$ cat src/rtl/div_unit.sv
// Iterative 32-bit DIV/DIVU unit: radix-2 restoring divider, one quotient bit per cycle.
// Optional DIV_ZERO_FAST_EN: a zero divisor skips the iteration and finishes in one cycle.
module div_unit (
    input  logic        clk,
    input  logic        resetn,
    input  logic        div_start_E,
    input  logic        div_signed_E,
    input  logic [31:0] a_E,
    input  logic [31:0] b_E,
    input  logic        flush_exception_M,
    output logic        div_stall_E,
    output logic        div_ready_E,
    output logic [31:0] lo_E,
    output logic [31:0] hi_E
);

`ifdef DIV_ZERO_FAST_EN
    localparam bit FAST_ZERO = 1'b1;
`else
    localparam bit FAST_ZERO = 1'b0;
`endif

    typedef enum logic [1:0] {
        IDLE = 2'd0,
        BUSY = 2'd1,
        DONE = 2'd2
    } state_t;

    state_t      state_q;
    logic [4:0]  cnt_q;
    logic [31:0] rem_q;
    logic [31:0] quo_q;
    logic [31:0] dvs_q;
    logic        signed_q;
    logic        a_neg_q;
    logic        b_neg_q;
    logic        zero_q;
    logic        ready_q;
    logic [31:0] lo_q;
    logic [31:0] hi_q;

    logic [31:0] a_abs;
    logic [31:0] b_abs;
    logic [32:0] rem_shift;
    logic        ge;
    logic [31:0] rem_nx;
    logic [31:0] quo_nx;
    logic        neg_quo;
    logic        neg_rem;
    logic [31:0] lo_nx;
    logic [31:0] hi_nx;

    always_comb begin
        a_abs     = (div_signed_E && a_E[31]) ? (~a_E + 32'd1) : a_E;
        b_abs     = (div_signed_E && b_E[31]) ? (~b_E + 32'd1) : b_E;
        // The partial remainder stays below the divisor, so a 32-bit wrapping
        // subtract is exact whenever the 33-bit compare says it fits.
        rem_shift = {rem_q, quo_q[31]};
        ge        = (rem_shift >= {1'b0, dvs_q});
        rem_nx    = ge ? (rem_shift[31:0] - dvs_q) : rem_shift[31:0];
        quo_nx    = {quo_q[30:0], ge};
        neg_quo   = signed_q & (a_neg_q ^ b_neg_q);
        neg_rem   = signed_q & a_neg_q;
        lo_nx     = zero_q ? 32'hFFFF_FFFF : (neg_quo ? (~quo_nx + 32'd1) : quo_nx);
        hi_nx     = neg_rem ? (~rem_nx + 32'd1) : rem_nx;
    end

    always_ff @(posedge clk or negedge resetn) begin
        if (!resetn) begin
            state_q  <= IDLE;
            cnt_q    <= 5'd0;
            rem_q    <= 32'd0;
            quo_q    <= 32'd0;
            dvs_q    <= 32'd0;
            signed_q <= 1'b0;
            a_neg_q  <= 1'b0;
            b_neg_q  <= 1'b0;
            zero_q   <= 1'b0;
            ready_q  <= 1'b0;
            lo_q     <= 32'd0;
            hi_q     <= 32'd0;
        end else if (flush_exception_M) begin
            state_q <= IDLE;
            cnt_q   <= 5'd0;
            ready_q <= 1'b0;
        end else begin
            case (state_q)
                IDLE: begin
                    ready_q <= 1'b0;
                    if (div_start_E) begin
                        signed_q <= div_signed_E;
                        a_neg_q  <= div_signed_E & a_E[31];
                        b_neg_q  <= div_signed_E & b_E[31];
                        zero_q   <= (b_E == 32'd0);
                        rem_q    <= 32'd0;
                        quo_q    <= a_abs;
                        dvs_q    <= b_abs;
                        cnt_q    <= 5'd0;
                        if (FAST_ZERO && (b_E == 32'd0)) begin
                            state_q <= DONE;
                            ready_q <= 1'b1;
                            lo_q    <= 32'hFFFF_FFFF;
                            hi_q    <= a_E;
                        end else begin
                            state_q <= BUSY;
                        end
                    end
                end
                BUSY: begin
                    rem_q <= rem_nx;
                    quo_q <= quo_nx;
                    cnt_q <= cnt_q + 5'd1;
                    if (cnt_q == 5'd31) begin
                        state_q <= DONE;
                        ready_q <= 1'b1;
                        lo_q    <= lo_nx;
                        hi_q    <= hi_nx;
                    end
                end
                DONE: begin
                    state_q <= IDLE;
                    ready_q <= 1'b0;
                end
                default: begin
                    state_q <= IDLE;
                    ready_q <= 1'b0;
                end
            endcase
        end
    end

    assign div_stall_E = resetn & ~flush_exception_M &
                         (((state_q == IDLE) & div_start_E) | (state_q == BUSY));
    assign div_ready_E = ready_q;
    assign lo_E        = lo_q;
    assign hi_E        = hi_q;

endmodule

$ cat config.mk
export PLATFORM = sky130hd
export DESIGN_NAME = div_unit
export DESIGN_NICKNAME = d
export VERILOG_FILES = /design/src/rtl/div_unit.sv
export SDC_FILE = /design/constraint.sdc
export NUM_CORES = 1
export LEC_CHECK = 0
export CAP_MARGIN = 20
export CORE_ASPECT_RATIO = 0.75
export CORE_MARGIN = 4
export CORE_UTILIZATION = 50
export DETAILED_ROUTE_END_ITERATION = 10
export GPL_TIMING_DRIVEN = 0
export PLACE_DENSITY = 0.75
export SYNTH_ARGS = -nofsm -noshare
export SYNTH_HDL_FRONTEND = slang
export SYNTH_SLANG_ARGS = --single-unit
$ cat constraint.sdc
create_clock -name clk -period 4.7 [get_ports clk]
set_input_delay 0.47 -clock clk [delete_from_list [all_inputs] [get_ports clk]]
set_output_delay 0.47 -clock clk [all_outputs]
set_load 0.01 [all_outputs]
# --- Yosys cells after proc, flatten, opt, wreduce, memory -nomap -nowiden ---
# Index checks and enable logic that the tools add are counted.
classes:
  addsub: 6
  n_eq_ne: 5
  mux: 20
  n_reduce_logical: 11
  bitwise: 14
  order_cmp: 1
op_table:
  columns: ["operator", "n"]
  rows:
  - ["2-to-1 mux 32 bit", 8]
  - ["adder 32 x 1 -> 32 bit, second input constant", 4]
  - ["NOT 32 bit", 4]
  - ["case mux 32 bit (2 select lines)", 2]
  - [">= comparator 33 x 32 -> 1 bit", 1]
  - ["logical NOT 32 bit", 1]
  - ["subtractor 32 bit", 1]
  - ["2-to-1 mux 5 bit", 2]
  - ["case mux 5 bit (2 select lines)", 1]
  - ["AND reduction 3 bit", 3]
  - ["AND 1 bit", 7]
  - ["2-to-1 mux 2 bit", 3]
  - ["inequality test 3 bit, second input constant", 2]
  - ["adder 5 x 1 -> 5 bit, second input constant", 1]
  - ["equality test 5 bit, second input constant", 1]
  - ["case mux 2 bit (2 select lines)", 1]
  - ["AND reduction 2 bit", 2]
  - ["2-to-1 mux 1 bit", 3]
  - ["nonzero test 3 bit", 1]
  - ["equality test 2 x 1 -> 1 bit, second input constant", 1]
  - ["logical AND 1 bit", 2]
  - ["logical NOT 2 bit", 1]
  - ["inequality test 2 bit, second input constant", 1]
  - ["nonzero test 2 bit", 1]
  - ["3 further kinds", 3]
totals:
  elab_cells: 69
  ff_bits: 172

# --- Depth between registers and ports, before layout ---
depth:
  word_depth: 5
  ltp_mapped: 22

# --- Least setup slack after synthesis ---
# No wires, ideal clock.
synth_timing:
  path_kind: "reg-to-reg"
  start: "reg rem_q[8]"
  end: "reg hi_q[26], in the netlist hi_E[26]"
  arrival_ns: 4.899
  setup_slack_ns: -0.268
  t_required_ns: 4.631
  period_less_slack_ns: 4.968
  path_stages_with_launch: 21
  n_path_buf: 4
  path_cell_list: "dfrtp_1 -> ha_1 -> buf_6 -> and4_4 -> and2_4 -> a221o_2 -> o211ai_4 -> nand2_4 -> buf_2 -> buf_1 -> clkbuf_1 -> o21ai_0 -> ha_1 -> and3b_1 -> nand2_1 -> or4_1 -> nor4_1 -> a22o_1 -> nand3_4 -> or4_1 -> nand3_1"
synth_via:
  elab_chain_len: 5
  word_cells_on_any_way: 6
synth_lines:
  columns: ["item", "line_no", "rtl"]
  rows:
  - ["from (decl)", "31", "logic [31:0] rem_q;"]
  - ["from (signal assigned)", "110", "rem_q <= rem_nx;"]
  - ["subtractor 32 bit / >= comparator 33 x 32 -> 1 bit (equally long branches)", "60, 59", null]
  - ["2-to-1 mux 32 bit (*)", "60", "rem_nx = ge ? (rem_shift[31:0] - dvs_q) : rem_shift[31:0];"]
  - ["NOT 32 bit", "65", "hi_nx = neg_rem ? (~rem_nx + 32'd1) : rem_nx;"]
  - ["adder 32 x 1 -> 32 bit", "65", null]
  - ["2-to-1 mux 32 bit (*)", "65", null]
  - ["to (signal assigned)", "117", "hi_q <= hi_nx;"]
  - ["to (decl)", "40", "logic [31:0] hi_q;"]
# Mark *: on every way between the ends. The rest lies on a longest branch, timed or not.
# A chain may end at the register's enable or synchronous reset.

# --- Final worst setup path ---
layout_timing:
  start: "reg rem_q[15]"
  end: "reg hi_q[26], in the netlist hi_E[26]"
# The elaborated chain is that of the path after synthesis.

==> summary.txt <==
Clock network
  • Clock latency at the later pin of the worst-skew pair: 440 ps
  • Clk sink count: 172
  • Total CTS buffers: 17
  • CTS tree: yes
  • Clk root buf: clkbuf_16
  • Maximum clock path buffer count: 2
  • CTS Hold Bufs: 0
  • Worst-path clk slew: 80 ps
  • H-tree lvl count: 4

Routing
  • Wire per inst: 20.0 microns
  • DRT Pass-1 Iters: 5
  • Iteration-0 DRC Markers: 1410
  • Detailed-route DRC error count: 0
  • Post-route ant nets: 0
  • Vias per std cell: 6.10
  • DR vias: 12.7k
  • Post-Route WL: 41.4 mm

Logic synthesis
  • Syn Nets: 1658
  • Synthesized cell area: 0.0123 sq mm
  • Primary FF master, synth: dfrtp_1
  • Post-synth EDFFs: 0
  • Synth cell types: 87
  • Synth Register Bits: 172
  • Synth Warn #: 0
  • Sequential area share after synthesis: 0.349
  • Cells after Synth: 1550
  • Synth async-reset ratio: 1.00
  • Syn Area/Cell: 7.97 sq um

Worst setup path
  • R2R setup slack: 80 ps
  • CP Cell Sequence: ha_4, buf_6, and4_4, and2_4, a221o_2, o211ai_4, nand2_4, clkinv_8, buf_12, mux2i_4, ha_4, and3b_1, nand2_1, or4_4, nor4_2, a22o_2, nand3_4, or4_1, nand3_1
  • Launching point of the worst reg2reg path: rem_q[15]
  • Slowest stage delay, CP: 480 ps
  • Critical Path Fanout Max: 10
  • Slowest CP cell: dfrtp_2
  • WP data arrival: 4990 ps
  • Element type at the critical path end: flip-flop
  • Worst Setup Path Type: flip-flop to flip-flop
  • Worst path most repeated cell: ha_4
  • Critical Path Start Type: flip-flop
  • FF-to-FF path depth: 19
  • Required @ worst endpoint: 5070 ps
  • End of the worst register-to-register path: hi_E[26]

STA
  • RSZ-0062 raised after global routing: yes
  • Fmax: 216 MHz
  • Hold slack: -12.7 ps
  • Final Skew: 17.1 ps
  • Tmin final: 4620 ps
  • Worst slew pin tran: 1030 ps
  • Setup TNS: 0 ps
  • Setup violations, final: 0
  • Worst Setup Slack, final: 78.3 ps
  • Slew headroom: 0.311
  • Max Slew Vio Count: 0
  • Fin crit share: 0.983
  • Final Hold Viols: 2

Power
  • Sw Share: 0.506
  • Maximum vdd drop: 0.393 mV
  • Internal power: 0.00482 W
  • Power Density: 640 mW/mm^2
  • Clk pwr share: 0.145
  • P_leak: 6.37 nW
  • Seq pwr share: 0.209
  • Combinational power share: 0.646
  • Sw power: 0.00494 W

Floorplan
  • DIE HEIGHT: 144 microns
  • Die ar.: 0.0273 sq mm
  • # rows: 49
  • Initial Util: 0.511
  • Die X: 189 microns
  • Ports: 135
  • Core ar.: 0.0242 sq mm

Place
  • Pre-CTS setup slack: -1020 ps
  • Final GP Congestion: 0.973
  • I/O Buffers: 134
  • Placed cell area: 0.0142 sq mm
  • Post-DP HPWL: 31.7 mm

GRT
  • Tot GR Track Use: 0.295
  • Initial antenna violation count: 0
  • Largest net degree at the start of global routing: 95
  • Vias in the first global route: 11.6k
  • First-pass GRT wire length: 63.9 mm
  • Congestion Overflow GR: 0

Layout
  • Antenna diodes: 0
  • Layout Cell Area excl Fill: 0.0152 sq mm
  • Fin nets: 1838
  • Layout cells sized above 1: 0.0895
  • Fillers: 2156
  • Area growth from synthesis to layout: 23.3%

Flow run
  • Max-cap violations: 0

Status
  • Failing checks: negative hold slack
  • Status: finished with violations

Min path
  • Hold crit path type: primary input to async pin
-- stage by stage --
step	std cells	utilization	power, W
after detailed placement	2016	0.587	0.00749
after global routing	2074	0.631	0.0103
after CTS	2060	0.619	0.00916
final	2074	0.631	0.00975
after floorplan	1550	-	0.00586
after global placement	2015	0.585	0.00739
-- cell usage in the layout, fill, tap and decap left out, drive strengths merged, types with 17 or more instances in the layout --
| master | n |
|---|---|
| clkdlybuf4s50 | 133 |
| a31oi | 18 |
| nand4 | 19 |
| nor4 | 19 |
| buf | 57 |
| xor2 | 60 |
| dfrtp | 172 |
| inv | 69 |
| o21ai | 210 |
| nor2 | 120 |
| clkbuf | 78 |
| o211ai | 20 |
| o31ai | 17 |
| nand2 | 226 |
| ha | 38 |
| or3 | 18 |
| nor3 | 39 |
| a21oi | 119 |
| xnor2 | 64 |
| nand3 | 29 |
-- final cells by class --
cell class	instances	area, sq um	share of cell area
flip-flops and latches	172	4320	0.284
well taps	331	414	0.0272
inverters	61	241	0.0159
repair buffers	168	1640	0.108
plain buffers	83	424	0.0278
clock inverters	15	148	0.00969
clock buffers	17	425	0.0279
multi-input cells	1227	7620	0.500
-- power by group through the flow --
stage	Sequential (W)	Clock [W]	Combinational (W)
floorplan	0.00191	0	0.00395
global placement	0.00203	0	0.00536
detailed placement	0.00204	0	0.00544
CTS	0.00201	0.00143	0.00572
global route	0.00206	0.00149	0.00673
finish	0.00204	0.00142	0.00630
-- synthesized netlist by cell type, types with 8 or more instances --
cell type / count / area [sq um]
and2_1: 9 / 56.3
inv_1: 60 / 225
mux2i_1: 16 / 160
a31oi_1: 18 / 113
a21oi_1: 117 / 586
o211ai_1: 18 / 135
nor3_1: 37 / 185
o21a_1: 13 / 97.6
nand3_1: 28 / 140
clkbuf_1: 59 / 221
dfrtp_1: 172 / 4300
or4_1: 16 / 120
and4_1: 8 / 70.1
o31ai_1: 16 / 120
nor4_1: 18 / 113
or3_1: 17 / 106
a211oi_1: 9 / 67.6
a21o_1: 11 / 82.6
nor2_1: 120 / 450
ha_1: 38 / 475
nand2_1: 225 / 845
nand4_1: 19 / 119
o21ai_0: 202 / 1010
a22o_1: 8 / 70.1
xnor2_1: 64 / 561
and3_1: 9 / 56.3
buf_2: 18 / 90.1
buf_1: 8 / 30.0
xor2_1: 60 / 526
-- state kept, by name, summed over array words and instances (netlist names) --
| register | count |
|---|---|
| lo_E | 32 |
| cnt_q | 5 |
| state_q | 2 |
| signed_q | 1 |
| b_neg_q | 1 |
| a_neg_q | 1 |
| dvs_q | 32 |
| hi_E | 32 |
| quo_q | 32 |
| zero_q | 1 |
| div_ready_E | 1 |
| rem_q | 32 |
-- worst max-delay path, delay by kind of cell (launching register included) --
| family | cells | cell delay (ps) |
|---|---|---|
| AND/OR/NAND/NOR | 10 | 2070 |
| AO/OA/AOI/OAI | 3 | 940 |
| flip-flops | 1 | 480 |
| adder cells (fa/ha/maj) | 2 | 440 |
| buffers and inverters | 3 | 330 |
| multiplexers | 1 | 290 |
-- routing by layer --
metal / up-vias / global-route usage / wire [microns]
met3: 43 / 0.0893 / 5080
li1: 5930 / - / -
met5: - / 0 / 0
met1: 6008 / 0.456 / 19100
met4: 0 / 0.0563 / 425
met2: 680 / 0.408 / 16800
-- cell families (layout without fill, tap and decap cells) --
logic type / Yosys count / count (layout) / share of synthesized area
and+or+nand+nor: 549 / 549 / 0.213
xor gates and xnor gates: 124 / 124 / 0.0879
muxes: 18 / 18 / 0.0148
adders and majority gates: 39 / 39 / 0.0401
AOI/OAI and AO/OA: 497 / 497 / 0.246
DFF: 172 / 172 / 0.349
buffers and inverters: 151 / 344 / 0.0502
-- worst max path at each step --
| stage | start | endpoint | slack, ps | cells past startpoint |
|---|---|---|---|---|
| 2_1_floorplan | rem_q[8] | hi_E[26] | -110 | 21 |
| 3_3_place_gp | resetn | lo_E[12] | -4010 | 1 |
| 3_5_place_dp | rem_q[11] | hi_E[26] | -1020 | 21 |
| 4_1_cts | rem_q[13] | hi_E[26] | 0.8 | 19 |
| 5_1_grt | rem_q[5] | hi_E[26] | -30 | 19 |
| 6_report | rem_q[15] | hi_E[26] | 80 | 19 |
-- timing repair --
action,CTS,global route
resized for setup,29,46
pin swaps,8,17
setup buffers,17,13
cloned,0,1
setup endpoints to repair,21,15
Power figures use the tool's default switching activity.
